## config.mk

```make
export PLATFORM = sky130hd
export DESIGN_NAME = spi_master
export DESIGN_NICKNAME = d
export VERILOG_FILES = /design/src/rtl/spi_pkg.sv /design/src/rtl/spi_clk_div.sv /design/src/rtl/spi_master.sv
export SDC_FILE = /design/constraint.sdc
export NUM_CORES = 1
export LEC_CHECK = 0
export CAP_MARGIN = 20
export CORE_MARGIN = 4
export CORE_UTILIZATION = 52
export CTS_CLUSTER_SIZE = 12
export DETAILED_ROUTE_END_ITERATION = 6
export PLACE_DENSITY = 0.82
export SYNTH_ARGS = -nofsm -noshare
export SYNTH_HDL_FRONTEND = slang
export SYNTH_SLANG_ARGS = --single-unit
```

## constraint.sdc

```tcl
create_clock -name clk -period 1.7 [get_ports clk]
set_clock_uncertainty 0.1 [all_clocks]
set_input_delay 0.34 -clock clk [delete_from_list [all_inputs] [get_ports clk]]
set_output_delay 0.34 -clock clk [all_outputs]
set_load 0.01 [all_outputs]
```

## src/rtl/spi_pkg.sv

```systemverilog
// Shared SPI link definitions: frame width and master FSM state encoding.
package spi_pkg;

  localparam int unsigned SPI_FRAME_W = 10;

  typedef enum logic [2:0] {
    IDLE,
    SETUP,
    HIGH,
    LOW,
    HOLD
  } spi_state_t;

endpackage

```

## src/rtl/spi_clk_div.sv

```systemverilog
// Half-period tick generator: tick_c fires on the CLK_DIV-th cycle after
// enable or restart, then every CLK_DIV cycles while enabled.
module spi_clk_div #(
  parameter int unsigned CLK_DIV = 2
) (
  input  logic clk,
  input  logic rst,
  input  logic en,
  input  logic restart,
  output logic tick_c
);

  localparam int unsigned CNT_W = $clog2(CLK_DIV + 1);

  logic [CNT_W-1:0] cnt;

  assign tick_c = en && (cnt == CNT_W'(CLK_DIV - 1));

  // Count cycles within the current half-period; wrap on tick.
  always_ff @(posedge clk) begin
    if (rst || !en || restart || tick_c) begin
      cnt <= '0;
    end else begin
      cnt <= cnt + CNT_W'(1);
    end
  end

endmodule

```

## src/rtl/spi_master.sv

```systemverilog
// Frame-level SPI master: shifts one FRAME_W-bit word out MSB-first on MOSI
// while capturing MISO, and pulses done when SS drops.
// Optional build macro: SPI_MASTER_ECHO_CHECK_EN enables the inverted-echo
// check on echo_err; without it echo_err is tied low.
module spi_master
  import spi_pkg::*;
#(
  parameter int unsigned FRAME_W = SPI_FRAME_W,
  parameter int unsigned CLK_DIV = 2
) (
  input  logic               clk,
  input  logic               rst,
  input  logic               start,
  input  logic [FRAME_W-1:0] tx_data,
  input  logic               MISO,
  output logic               SCLK,
  output logic               SS,
  output logic               MOSI,
  output logic               busy,
  output logic               done,
  output logic [FRAME_W-1:0] rx_data,
  output logic               echo_err
);

  localparam int unsigned BIT_W = $clog2(FRAME_W + 1);

  spi_state_t         state, state_d;
  logic [FRAME_W-1:0] tx_sr, tx_sr_d;
  logic [FRAME_W-1:0] rx_sr, rx_sr_d;
  logic [BIT_W-1:0]   bit_cnt, bit_cnt_d;
  logic [FRAME_W-1:0] rx_data_d;
  logic               sclk_d, ss_d, mosi_d, busy_d, done_d;
  logic               tick_c;

  spi_clk_div #(
    .CLK_DIV (CLK_DIV)
  ) u_clk_div (
    .clk     (clk),
    .rst     (rst),
    .en      (state != IDLE),
    .restart (state_d != state),
    .tick_c  (tick_c)
  );

  // Next-state and next-output logic; everything holds unless a tick moves it.
  always_comb begin
    state_d   = state;
    tx_sr_d   = tx_sr;
    rx_sr_d   = rx_sr;
    bit_cnt_d = bit_cnt;
    rx_data_d = rx_data;
    sclk_d    = SCLK;
    ss_d      = SS;
    mosi_d    = MOSI;
    busy_d    = busy;
    done_d    = 1'b0;
    case (state)
      IDLE: begin
        if (start) begin
          tx_sr_d   = tx_data;
          rx_sr_d   = '0;
          bit_cnt_d = '0;
          ss_d      = 1'b1;
          busy_d    = 1'b1;
          mosi_d    = tx_data[FRAME_W-1];
          state_d   = SETUP;
        end
      end
      SETUP, LOW: begin
        if (tick_c) begin
          sclk_d  = 1'b1;
          state_d = HIGH;
        end
      end
      HIGH: begin
        if (tick_c) begin
          sclk_d  = 1'b0;
          rx_sr_d = {rx_sr[FRAME_W-2:0], MISO};
          if (bit_cnt == BIT_W'(FRAME_W - 1)) begin
            state_d = HOLD;
          end else begin
            bit_cnt_d = bit_cnt + BIT_W'(1);
            tx_sr_d   = {tx_sr[FRAME_W-2:0], 1'b0};
            mosi_d    = tx_sr[FRAME_W-2];
            state_d   = LOW;
          end
        end
      end
      HOLD: begin
        if (tick_c) begin
          ss_d      = 1'b0;
          busy_d    = 1'b0;
          done_d    = 1'b1;
          rx_data_d = rx_sr;
          state_d   = IDLE;
        end
      end
      default: state_d = IDLE;
    endcase
  end

  // State and registered outputs.
  always_ff @(posedge clk) begin
    if (rst) begin
      state   <= IDLE;
      tx_sr   <= '0;
      rx_sr   <= '0;
      bit_cnt <= '0;
      rx_data <= '0;
      SCLK    <= 1'b0;
      SS      <= 1'b0;
      MOSI    <= 1'b0;
      busy    <= 1'b0;
      done    <= 1'b0;
    end else begin
      state   <= state_d;
      tx_sr   <= tx_sr_d;
      rx_sr   <= rx_sr_d;
      bit_cnt <= bit_cnt_d;
      rx_data <= rx_data_d;
      SCLK    <= sclk_d;
      SS      <= ss_d;
      MOSI    <= mosi_d;
      busy    <= busy_d;
      done    <= done_d;
    end
  end

`ifdef SPI_MASTER_ECHO_CHECK_EN
  logic [FRAME_W-1:0] tx_lat;

  // Keep the accepted word and flag a reply that is not its inverse.
  always_ff @(posedge clk) begin
    if (rst) begin
      tx_lat   <= '0;
      echo_err <= 1'b0;
    end else begin
      if (state == IDLE && start) begin
        tx_lat <= tx_data;
      end
      if (done_d) begin
        echo_err <= (rx_sr != ~tx_lat);
      end
    end
  end
`else
  assign echo_err = 1'b0;
`endif

endmodule

```

### Word-level counts from Yosys, hierarchy flattened

Cells that the tools add are included.

| storage, ports and cells | value |
|---|---|
| register bits | 42 |
| bits in latches | 0 |
| bits in writable memories | 0 |
| bits in read-only memories | 0 |
| input port bits | 14 |
| output and inout bits | 16 |
| logic and storage cells | 69 |
| memories kept | 0 |

| operators by class | value |
|---|---|
| add/subtract/negate cells | 2 |
| $mul | 0 |
| divide/modulo/power cells | 0 |
| order comparisons | 0 |
| eq/ne operators | 12 |
| shift-type cells | 0 |
| multiplexer cells | 27 |
| bitwise gates (word level) | 1 |
| reductions and logical operators | 17 |

Operators by type and width:

| kind | number |
|---|---|
| $mux W9 | 3 |
| $mux W10 | 2 |
| $pmux W10 S2 | 1 |
| $pmux W9 S2 | 1 |
| $mux W3 | 5 |
| $mux W4 | 3 |
| $pmux W3 S4 | 1 |
| $reduce_and A3 Y1 | 3 |
| $pmux W4 S2 | 1 |
| $mux W1 | 7 |
| $eq A3 B2 Y1 const B | 2 |
| $ne A2 B1 Y1 const B | 3 |
| $pmux W1 S2 | 3 |
| $reduce_bool A2 Y1 | 3 |
| $add A4 B1 Y4 const B | 1 |
| $eq A4 B4 Y1 const B | 1 |
| $ne A2 B2 Y1 const B | 2 |
| $reduce_and A4 Y1 | 1 |
| $reduce_or A2 Y1 | 2 |
| $eq A3 B1 Y1 const B | 1 |
| $eq A3 B3 Y1 const B | 1 |
| $logic_not A3 Y1 | 1 |
| $logic_or A1 B1 Y1 | 3 |
| $ne A3 B3 Y1 | 1 |
| 7 further kinds | 7 |

### Longest topological paths before layout

| depth | value |
|---|---|
| depth in word-level cells | 7 |
| gate-level depth with buffers | 8 |
| gate-level depth less buffers | 6 |

### Cells and area by module

A second synthesis with hierarchy kept.

| second synthesis, totals | value |
|---|---|
| cells, all modules | 209 |
| area total of the unflattened synthesis | 1,834.3 µm² |

Modules (own cells, without submodules):

| module | instances | cells an instance | area each (µm²) | seq. area each (µm²) |
|---|---|---|---|---|
| spi_master | 1 | 201 | 1,752.9 | 800.8 |
| spi_clk_div | 1 | 8 | 81.3 | 40.0 |

### Worst setup path before layout

No wires, ideal clock.

| timing path | value |
|---|---|
| path kind | register to register |
| from | reg state[0] |
| to | reg tx_sr[1] |
| setup time | 124 ps |
| arrival | 1,351 ps |
| data required time | 1,476 ps |
| slack | 125 ps |
| cell stages (with the launch flop) | 6 |
| cells stage by stage | dfxtp_1 > buf_6 > or3b_4 > o211ai_2 > o21ai_0 > o2bb2ai_1 |

| on the way | value |
|---|---|
| longest elaborated chain between the ends | 4 |

Ends and longest elaborated chain:

| what | RTL line | RTL |
|---|---|---|
| start: declaration | spi_master.sv:27 | `spi_state_t state, state_d;` |
| start signal: assignment | spi_master.sv:116 | `state <= state_d;` |
| $reduce_bool A3 Y1 | spi_master.sv:40 | `.en (state != IDLE),` |
| $logic_and A1 B1 Y1 | spi_clk_div.sv:17 | `assign tick_c = en && (cnt == CNT_W'(CLK_DIV - 1));` |
| $ne A2 B1 Y1 (no source line) | -- |  |
| $reduce_and A4 Y1 (no source line) | -- |  |
| end signal: assignment | spi_master.sv:117 | `tx_sr <= tx_sr_d;` |
| end: declaration | spi_master.sv:28 | `logic [FRAME_W-1:0] tx_sr, tx_sr_d;` |

Several ways; a longest one is shown, not always the timed one.
A chain may end at the register's enable or synchronous reset.

### Worst setup path after layout

| timing path | value |
|---|---|
| from | reg state[2] |
| to | reg tx_sr[5] |

Same word-level chain as after synthesis.

==> flow_summary.toml <==
[route]
drtIter0Drc = 164
drc_errors = 0
antenna_left = 0
dr.pass1.iters = 4
wirelength_mm = 4.07
vias = 1679
viasPerCell = 5.54
avgRoutedWirePerCell_um = 13.4

[worst_setup_path]
critPathCaptureType = "register"
path_class = "register to register"
cp_top_family = "flip-flops"
critPathMaxStageDelay_ns = 0.35
crit_chain = "buf_4, nor3b_4, buf_4, mux2i_1, o21ai_0, o2bb2ai_1"
critPathBufInv = 2
worstPathRequired_ns = 1.78
worst_path_max_delay_cell = "dfxtp_1"
crit_arrival_ns = 1.72
path_common_cell = "buf_4"
critPathLaunchType = "register"
worstPathMaxFanout = 4

[layout]
fin_cells = 303
final_common_cell = "dfxtp_1"
final_cell_mix = "dfxtp_1 (42), nand2_1 (35), clkdlybuf4s50_1 (27)"
area_delta_synth_final_pct = 30.4
antenna_cells = 0
nFillCells = 264
multiInputGateArea_um2 = 982
layout-drive-gt1-share = 0.167
nNetsFinal = 273
seq_area_um2 = 841

[logic_synthesis]
async_flop_share = 0
yosysTopAreaCellShare = 0.442
netlist_instances = 217
synth-main-ff-cell = "dfxtp_1"
synth.avg_cell_area_um2 = 8.76
ys_ff_latch = 42
syn_nets = 234
synth_edf_count = 0
synth_warnings = 0
yosysSeqAreaShare = 0.442
yosys.area.top_type = "dfxtp_1"
synthesis.area_um2 = 1900
netlist-cell-type-count = 41
ys_top_cells_by_area = "dfxtp_1 (44%), nand2_1 (6.9%), a21oi_1 (6.3%)"

[sta]
finalCriticalPeriod_ns = 1.64
fin_tns_setup_ns = 0
timing.fmax_mhz = 609
hold_viol = 0
setup_viol = 0
drv_slew = 0
period_share = 0.966
rsz0062_at_grt = "true"

[pwr]
p_leak_nw = 0.850
intPower_mw = 1.61
p_per_area_nw_per_um2 = 855
power_frac_seq = 0.491
irDropWorstVdd_mv = 0.643
combPwrFrac = 0.141
swShare = 0.241
power_frac_clock = 0.368
switching_power_mw = 0.510

[clocking]
cts_tree = "done"
cts_buffer_depth = 2
clock_latency_ns = 0.29
clockRootBuffer = "clkbuf_8"
cts.sinks = 42
path_clk_slew_ns = 0.08
h-tree-depth = 2
cts_buffers = 5

[place]
dp_cells = 292
gp_congestion = 0.780
port_buffers = 28
dp_hpwl_mm = 2.65

[floorplanning]
die_h_um = 68.5
initial_core_util = 0.552
ios = 30
dieArea_um2 = 4690
core_um2 = 3440
rows = 21
die_x_um = 68.5

[global_routing]
grt_overflow_total = 0
grt_use_total = 0.189
grt_pass1_wl_mm = 6.64
grt_max_degree = 20
antenna_found_initial = 0
first_global_vias = 1534

[worst_hold_path]
hold_class = "register to register"

[run]
drv_cap = 0

[status]
status = "finished clean"
-- worst paths after layout --
check	from	to	slack [ns]	depth (start not counted)
setup / recovery	state[2]	tx_sr[5]	0.06	6
hold / removal	u_clk_div.cnt[0]	u_clk_div.cnt[0]	0.33	1
setup reg to reg	state[2]	tx_sr[5]	0.06	6
hold reg to reg	u_clk_div.cnt[0]	u_clk_div.cnt[0]	0.33	1
-- power groups by stage --
stage / sequential (mW) / combinational (mW) / clock [mW]
6_report: 1.04 / 0.298 / 0.781
5_1_grt: 1.05 / 0.327 / 0.829
4_1_cts: 1.04 / 0.289 / 0.786
3_5_place_dp: 1.06 / 0.277 / 0
3_3_place_gp: 1.06 / 0.273 / 0
2_1_floorplan: 1.06 / 0.171 / 0
-- metrics by stage --
step | instance area, um2 | setup WS, ns | hold slack (ns) | power [mW] | util
final | 2480 | 0.0570 | 0.328 | 2.12 | 0.720
after global routing | 2480 | -0.0334 | 0.353 | 2.20 | 0.720
after CTS | 2430 | 0.0127 | 0.326 | 2.11 | 0.707
after detailed placement | 2300 | -0.448 | 0.315 | 1.34 | 0.670
after global placement | 2300 | -0.407 | 0.310 | 1.33 | 0.670
after floorplan | 1900 | 0.125 | 0.297 | 1.23 | -
-- kinds of logic after synthesis --
family / after synthesis / synth area share
compound gates: 51 / 0.184
xor+xnor: 4 / 0.0184
fa+ha+maj: 3 / 0.0198
buf+inv: 23 / 0.0612
flops: 42 / 0.442
mux: 10 / 0.0533
other cells: 1 / 0.00197
simple gates: 83 / 0.219
-- layer usage --
layer,wire [um],part of all wire,GRT usage,up-vias
li1,-,-,-,836
met1,1900,0.47,0.243,800
met2,1940,0.48,0.296,33
met4,97,0.024,0.0968,0
met3,135,0.033,0.0394,10
met5,0,0,0,-
-- Yosys cell counts (all sizes together) (2+ instances only) --
library cell / number
a21oi: 24
and3: 2
buf: 10
clkbuf: 7
dfxtp: 42
ha: 3
inv: 6
mux2i: 9
nand2: 35
nand2b: 8
nand3: 2
nand3b: 2
nand4: 11
nor2: 13
nor3: 3
o211ai: 2
o21ai: 11
o2bb2ai: 8
xor2: 3
-- final cells by class --
| type | instances | share of cell area |
|---|---|---|
| Multi-Input combinational cell | 152 | 0.396 |
| Sequential cell | 42 | 0.339 |
| Timing Repair Buffer | 49 | 0.188 |
| Clock buffer | 6 | 0.0293 |
| Tap cell | 46 | 0.0232 |
| Clock inverter | 2 | 0.0151 |
| Inverter | 6 | 0.00909 |
-- state kept, by name (all words and copies together) (netlist names) --
name and flops:
state 3, done 1, MOSI 1, tx_sr 9
rx_sr 10, bit_cnt 4, rx_data 10, SCLK 1
u_clk_div.cnt 2, busy 1
-- worst register-to-register path, stage by stage (launching register included) --
cell       delay, ns
dfxtp_1         0.35
buf_4           0.16
nor3b_4         0.22
buf_4           0.19
mux2i_1         0.26
o21ai_0         0.11
o2bb2ai_1       0.14
-- timing repair --
| action | CTS | global route |
|---|---|---|
| setup buffers | 1 | 1 |
| cloned | 0 | 1 |
| pin swaps | 0 | 1 |
| gates resized for setup | 3 | 10 |
| setup endpoints to repair | 10 | 12 |
| hold buffers | 0 | 0 |
Note: power is estimated with default switching activity, not from simulation.
==> RTL change 1, RTL diff (config.mk and constraints unchanged) <==
Register the output `rx_data` once more, with the module's reset; this adds one clock of latency there. The other outputs are not delayed to match.
--- a/src/rtl/spi_master.sv
+++ b/src/rtl/spi_master.sv
@@ -24,6 +24,8 @@
 
   localparam int unsigned BIT_W = $clog2(FRAME_W + 1);
 
+  logic [FRAME_W-1:0] rx_data_s0;
+
   spi_state_t         state, state_d;
   logic [FRAME_W-1:0] tx_sr, tx_sr_d;
   logic [FRAME_W-1:0] rx_sr, rx_sr_d;
@@ -48,7 +50,7 @@
     tx_sr_d   = tx_sr;
     rx_sr_d   = rx_sr;
     bit_cnt_d = bit_cnt;
-    rx_data_d = rx_data;
+    rx_data_d = rx_data_s0;
     sclk_d    = SCLK;
     ss_d      = SS;
     mosi_d    = MOSI;
@@ -106,7 +108,7 @@
       tx_sr   <= '0;
       rx_sr   <= '0;
       bit_cnt <= '0;
-      rx_data <= '0;
+      rx_data_s0 <= '0;
       SCLK    <= 1'b0;
       SS      <= 1'b0;
       MOSI    <= 1'b0;
@@ -117,7 +119,7 @@
       tx_sr   <= tx_sr_d;
       rx_sr   <= rx_sr_d;
       bit_cnt <= bit_cnt_d;
-      rx_data <= rx_data_d;
+      rx_data_s0 <= rx_data_d;
       SCLK    <= sclk_d;
       SS      <= ss_d;
       MOSI    <= mosi_d;
@@ -147,5 +149,13 @@
   assign echo_err = 1'b0;
 `endif
 
+  always_ff @(posedge clk) begin
+    if (rst) begin
+      rx_data <= '0;
+    end else begin
+      rx_data <= rx_data_s0;
+    end
+  end
+
 endmodule
 
Formal check against the unedited RTL: same outputs for any inputs over 10 cycles, from zero or initial values and one cycle with rst high; that may be too few to reach the edited logic, so the function may still have changed.
==> RTL change 1 against the unedited design <==
Clock power rose by 9.2%. Design area increased by 6.8%. Count of clock-buffer cells in the layout is the same. Cell count increased by 3.3%. Synthesized cell count up 3.7%. Maximum frequency is 0.61% lower. Total power grew 11%. Routed wire length increased by 6.3%. Synthesized area increased by 10%. Sequential cell count increased by 10. Register-to-register slack better by 0.05 ns. Largest cell class is now sequential cells. Worst setup slack got worse by 0.010 ns.
==> RTL change 1: results <==
outcome:
  outcome: "finished, final reports clean"
logic_synthesis:
  synthTopCellsByCount: "dfxtp_1 (52), nand2_1 (34), a21oi_1 (24)"
  synthCells: 225
  yosys.cell_types.count: 34
  ys_seq_area_share_pct: 49.8
  synth_nets: 242
  ys_top_cells_by_area: "dfxtp_1 (50%), a211oi_1 (6.8%), nand2_1 (6.1%)"
  synthFlopType: "dfxtp_1"
global_route:
  grt_first_pass_wirelength_um: 7240
  grt_use_total_pct: 17.7
  grt_antenna_before_repair: 0
  grt_pass1_vias: 1626
power:
  cellLeakagePower_nw: 0.946
  switching_share_pct: 22.9
  vdd_drop_max_mv: 0.573
clock_network:
  ctsLongestPathBuffers: 2
  clk_pin_slew_worst_paths_ns: 0.10
  root_buffer: "clkbuf_8"
  clock_latency_ns: 0.31
  cts_buffers: 5
place:
  gp_congestion: 0.839
  placedCellCount: 302
  dp_hpwl_um: 2840
cells_and_area:
  num-nets-final: 281
  reg_top3: "rx_data: 10 flops, rx_data_s0: 10 flops, rx_sr: 10 flops"
  antenna_cells: 0
  drive_above_1_share_pct: 14.0
worst_setup_path:
  critical_path.max_stage_delay_ns: 0.54
  arrival_ns: 1.21
  crit_family: "buffers and inverters"
  reg2reg_slack_ns: 0.11
  worst-path-max-fanout: 2
  critPathSlowestCell: "clkdlybuf4s50_1"
route:
  drt_iter0_drc: 126
  firstDrtPassIters: 4
  wl_met1_um: 1990
  top_layer_used: "met4"
  wl_met3_um: 187
  wire_per_inst_um: 13.8
  drt_wl_total_um: 4330
  via_per_inst: 5.43
  wl_met2_um: 2080
min_path:
  min_path_type: "flip-flop to flip-flop"
RTL change 1: changes by cell type after synthesis, sizes merged, moves of 9 or more:
cell	delta
a211oi	+18
dfxtp	+10
nand3	+9
nand4	-10
nor2b	+11
RTL change 1: worst register-to-register path, delay by kind of cell (launching register included):
family	cells	cell delay, ns
flops	1	0.33
buf+inv	2	0.20
compound gates	1	0.15
simple gates	2	0.57
fa+ha+maj	1	0.18
RTL change 1: routing by layer:
| layer | GRT usage, % | vias up |
|---|---|---|
| met5 | 0 | - |
| met4 | 6.68 | 0 |
| met3 | 3.93 | 9 |
| met2 | 28.0 | 36 |
| met1 | 23.5 | 793 |
| li1 | - | 862 |
RTL change 1: timing repair:
item | in CTS | in global routing
buffers inserted | 0 | 3
gates resized for setup | 1 | 6
hold endpoints to repair | 0 | 0
cloned | 0 | 0
hold buffers | 0 | 0
endpoints found under the setup margin | 1 | 17
RTL change 1: power by group through the flow:
stage	Sequential, mW	Clock [mW]	Combinational (mW)
5_1_grt	1.28	0.919	0.250
6_report	1.27	0.853	0.229
3_5_place_dp	1.30	0	0.227
3_3_place_gp	1.30	0	0.221
4_1_cts	1.27	0.872	0.226
2_1_floorplan	1.29	0	0.137
RTL change 1: final cells by class:
type	count	area [um2]
multi-input cells	149	943
repair buffers	51	470
flip-flops and latches	52	1040
fillers	296	1120
clock buffers	6	72.6
clock inverters	2	38.8
inverters	5	18.8
well taps	48	60.1
RTL change 1: worst paths after layout:
kind | startpoint | to | depth (start not counted)
worst min register to register | u_clk_div.cnt[0]$_SDFF_PP0_ | u_clk_div.cnt[0]$_SDFF_PP0_ | 1
worst min-delay path | u_clk_div.cnt[0]$_SDFF_PP0_ | u_clk_div.cnt[0]$_SDFF_PP0_ | 1
worst max register to register | bit_cnt[1]$_SDFFE_PP0P_ | bit_cnt[0]$_SDFFE_PP0P_ | 6
worst max-delay path | MOSI$_SDFFE_PP0P_ | MOSI | 1
RTL change 1: through the flow:
stage	area (um2)	hold WS (ns)	util, %	total power [mW]	setup slack, ns
final	2650	0.324	70.2	2.35	0.0470
after global routing	2650	0.348	70.2	2.45	0.00368
after CTS	2610	0.331	69.1	2.37	0.0178
after detailed placement	2500	0.318	66.2	1.53	-0.279
after global placement	2500	0.314	66.2	1.52	-0.225
after floorplan	2090	0.298	-	1.43	0.155
RTL change 1: kinds of logic after synthesis:
kind of cell,synth area share (%)
AOI/OAI and AO/OA,15.2
muxes,5.27
buffers and inverters,6.04
DFF,49.8
and+or+nand+nor,21.7
adders and majority gates,1.80
other,0.179
==> RTL change 2, RTL diff (config.mk and constraints unchanged) <==
Without the edit above. Set the package constant `SPI_FRAME_W` to 5 (it was 10).
--- a/src/rtl/spi_pkg.sv
+++ b/src/rtl/spi_pkg.sv
@@ -1,7 +1,7 @@
 // Shared SPI link definitions: frame width and master FSM state encoding.
 package spi_pkg;
 
-  localparam int unsigned SPI_FRAME_W = 10;
+  localparam int unsigned SPI_FRAME_W = 5;
 
   typedef enum logic [2:0] {
     IDLE,
Ports: changed (resized rx_data and tx_data); port bits go from 30 to 20. The function was not compared with the original's and may differ.
==> RTL change 2 against the unedited design <==
Utilization shrank 3.3 points. Clock power shrank 46%. Combinational power is 45% lower. Sequential share of layout area increased by 0.091 points. Non-clock buffer count fell by 21. Total power down 42%. Synthesized area down 35%. First-iteration DRC count down 87%. Routed wire length decreased by 41%. Design area fell by 38%. Worst setup slack lost 0.0079 ns. Sequential cell count fell by 16. Critical path type is now flip-flop to output pin. Critical endpoint is now rx_data[1]. Largest cell class unchanged.
==> RTL change 2: results <==
global_route:
  grt_max_degree: 27
place:
  gp_congestion: 0.761
  dp_hpwl_um: 1750
worst_setup_path:
  startpoint: "rx_data[1]$_SDFFE_PP0P_"
  r2r-start: "state[0]$_SDFF_PP0_"
  r2r_cells: 5
  r2r_end: "MOSI$_SDFFE_PP0P_"
cells_and_area:
  fin_cells: 176
  ff_latch_area_um2: 522
  num-nets-final: 161
  fillers: 177
timing:
  period_minus_slack_ns: 1.65
logic_synthesis:
  ys_top_cells_by_area: "dfxtp_1 (42%), mux2i_1 (8.9%), a211oi_2 (4.0%)"
  synth_nets: 141
  yosys.cell_types.count: 37
  ys_seq_area_share_pct: 42.1
  synthCells: 129
power:
  cellLeakagePower_nw: 0.627
  vdd_drop_max_mv: 0.566
  p_seq_share_pct: 52.4
  intPower_mw: 0.954
clock_network:
  h-tree-depth: 1
  clock_latency_ns: 0.32
  root_buffer: "clkbuf_4"
  clk_pin_slew_worst_paths_ns: 0.14
route:
  drt_iter0_drc: 21
outcome:
  outcome: "finished, final reports clean"
[RTL change 2: layout make-up]
class,count,area share (%)
multi-input cells,85,40.9
flip-flops and latches,26,34.0
repair buffers,28,18.2
well taps,28,2.28
clock inverters,1,1.96
clock buffers,3,1.47
inverters,5,1.22
[RTL change 2: repair_timing]
item,in CTS,in global routing
gates resized for setup,1,8
endpoints found under the hold margin,0,0
setup endpoints to repair,1,11
[RTL change 2: per-layer routing]
layer	GRT usage [%]	up-vias	part of all wire, %
li1	-	491	-
met1	21.2	467	45
met2	24.8	24	50
met3	1.61	4	4.6
met4	5.96	0	1.0
met5	0	-	0
[RTL change 2: worst min-delay path by stage]
stage / endpoint / slack (ns) / start
CTS: u_clk_div.cnt[0]$_SDFF_PP0_ / 0.34 / u_clk_div.cnt[0]$_SDFF_PP0_
floorplan: u_clk_div.cnt[0]$_SDFF_PP0_ / 0.30 / u_clk_div.cnt[0]$_SDFF_PP0_
finish: u_clk_div.cnt[0]$_SDFF_PP0_ / 0.34 / u_clk_div.cnt[0]$_SDFF_PP0_
global route: u_clk_div.cnt[0]$_SDFF_PP0_ / 0.37 / u_clk_div.cnt[0]$_SDFF_PP0_
detailed placement: u_clk_div.cnt[0]$_SDFF_PP0_ / 0.32 / u_clk_div.cnt[0]$_SDFF_PP0_
global placement: u_clk_div.cnt[0]$_SDFF_PP0_ / 0.31 / u_clk_div.cnt[0]$_SDFF_PP0_
[RTL change 2: kinds of logic (layout without fill, tap and decap cells)]
group                      count (synthesis)  count (layout)  share of synthesized area [%]
and+or+nand+nor                           45              45                           23.0
DFF                                       26              26                           42.1
AOI/OAI and AO/OA                         25              25                           14.9
buffers and inverters                     18              37                           7.79
muxes                                     11              11                           8.91
adders and majority gates                  3               3                           3.04
other                                      1               1                          0.303
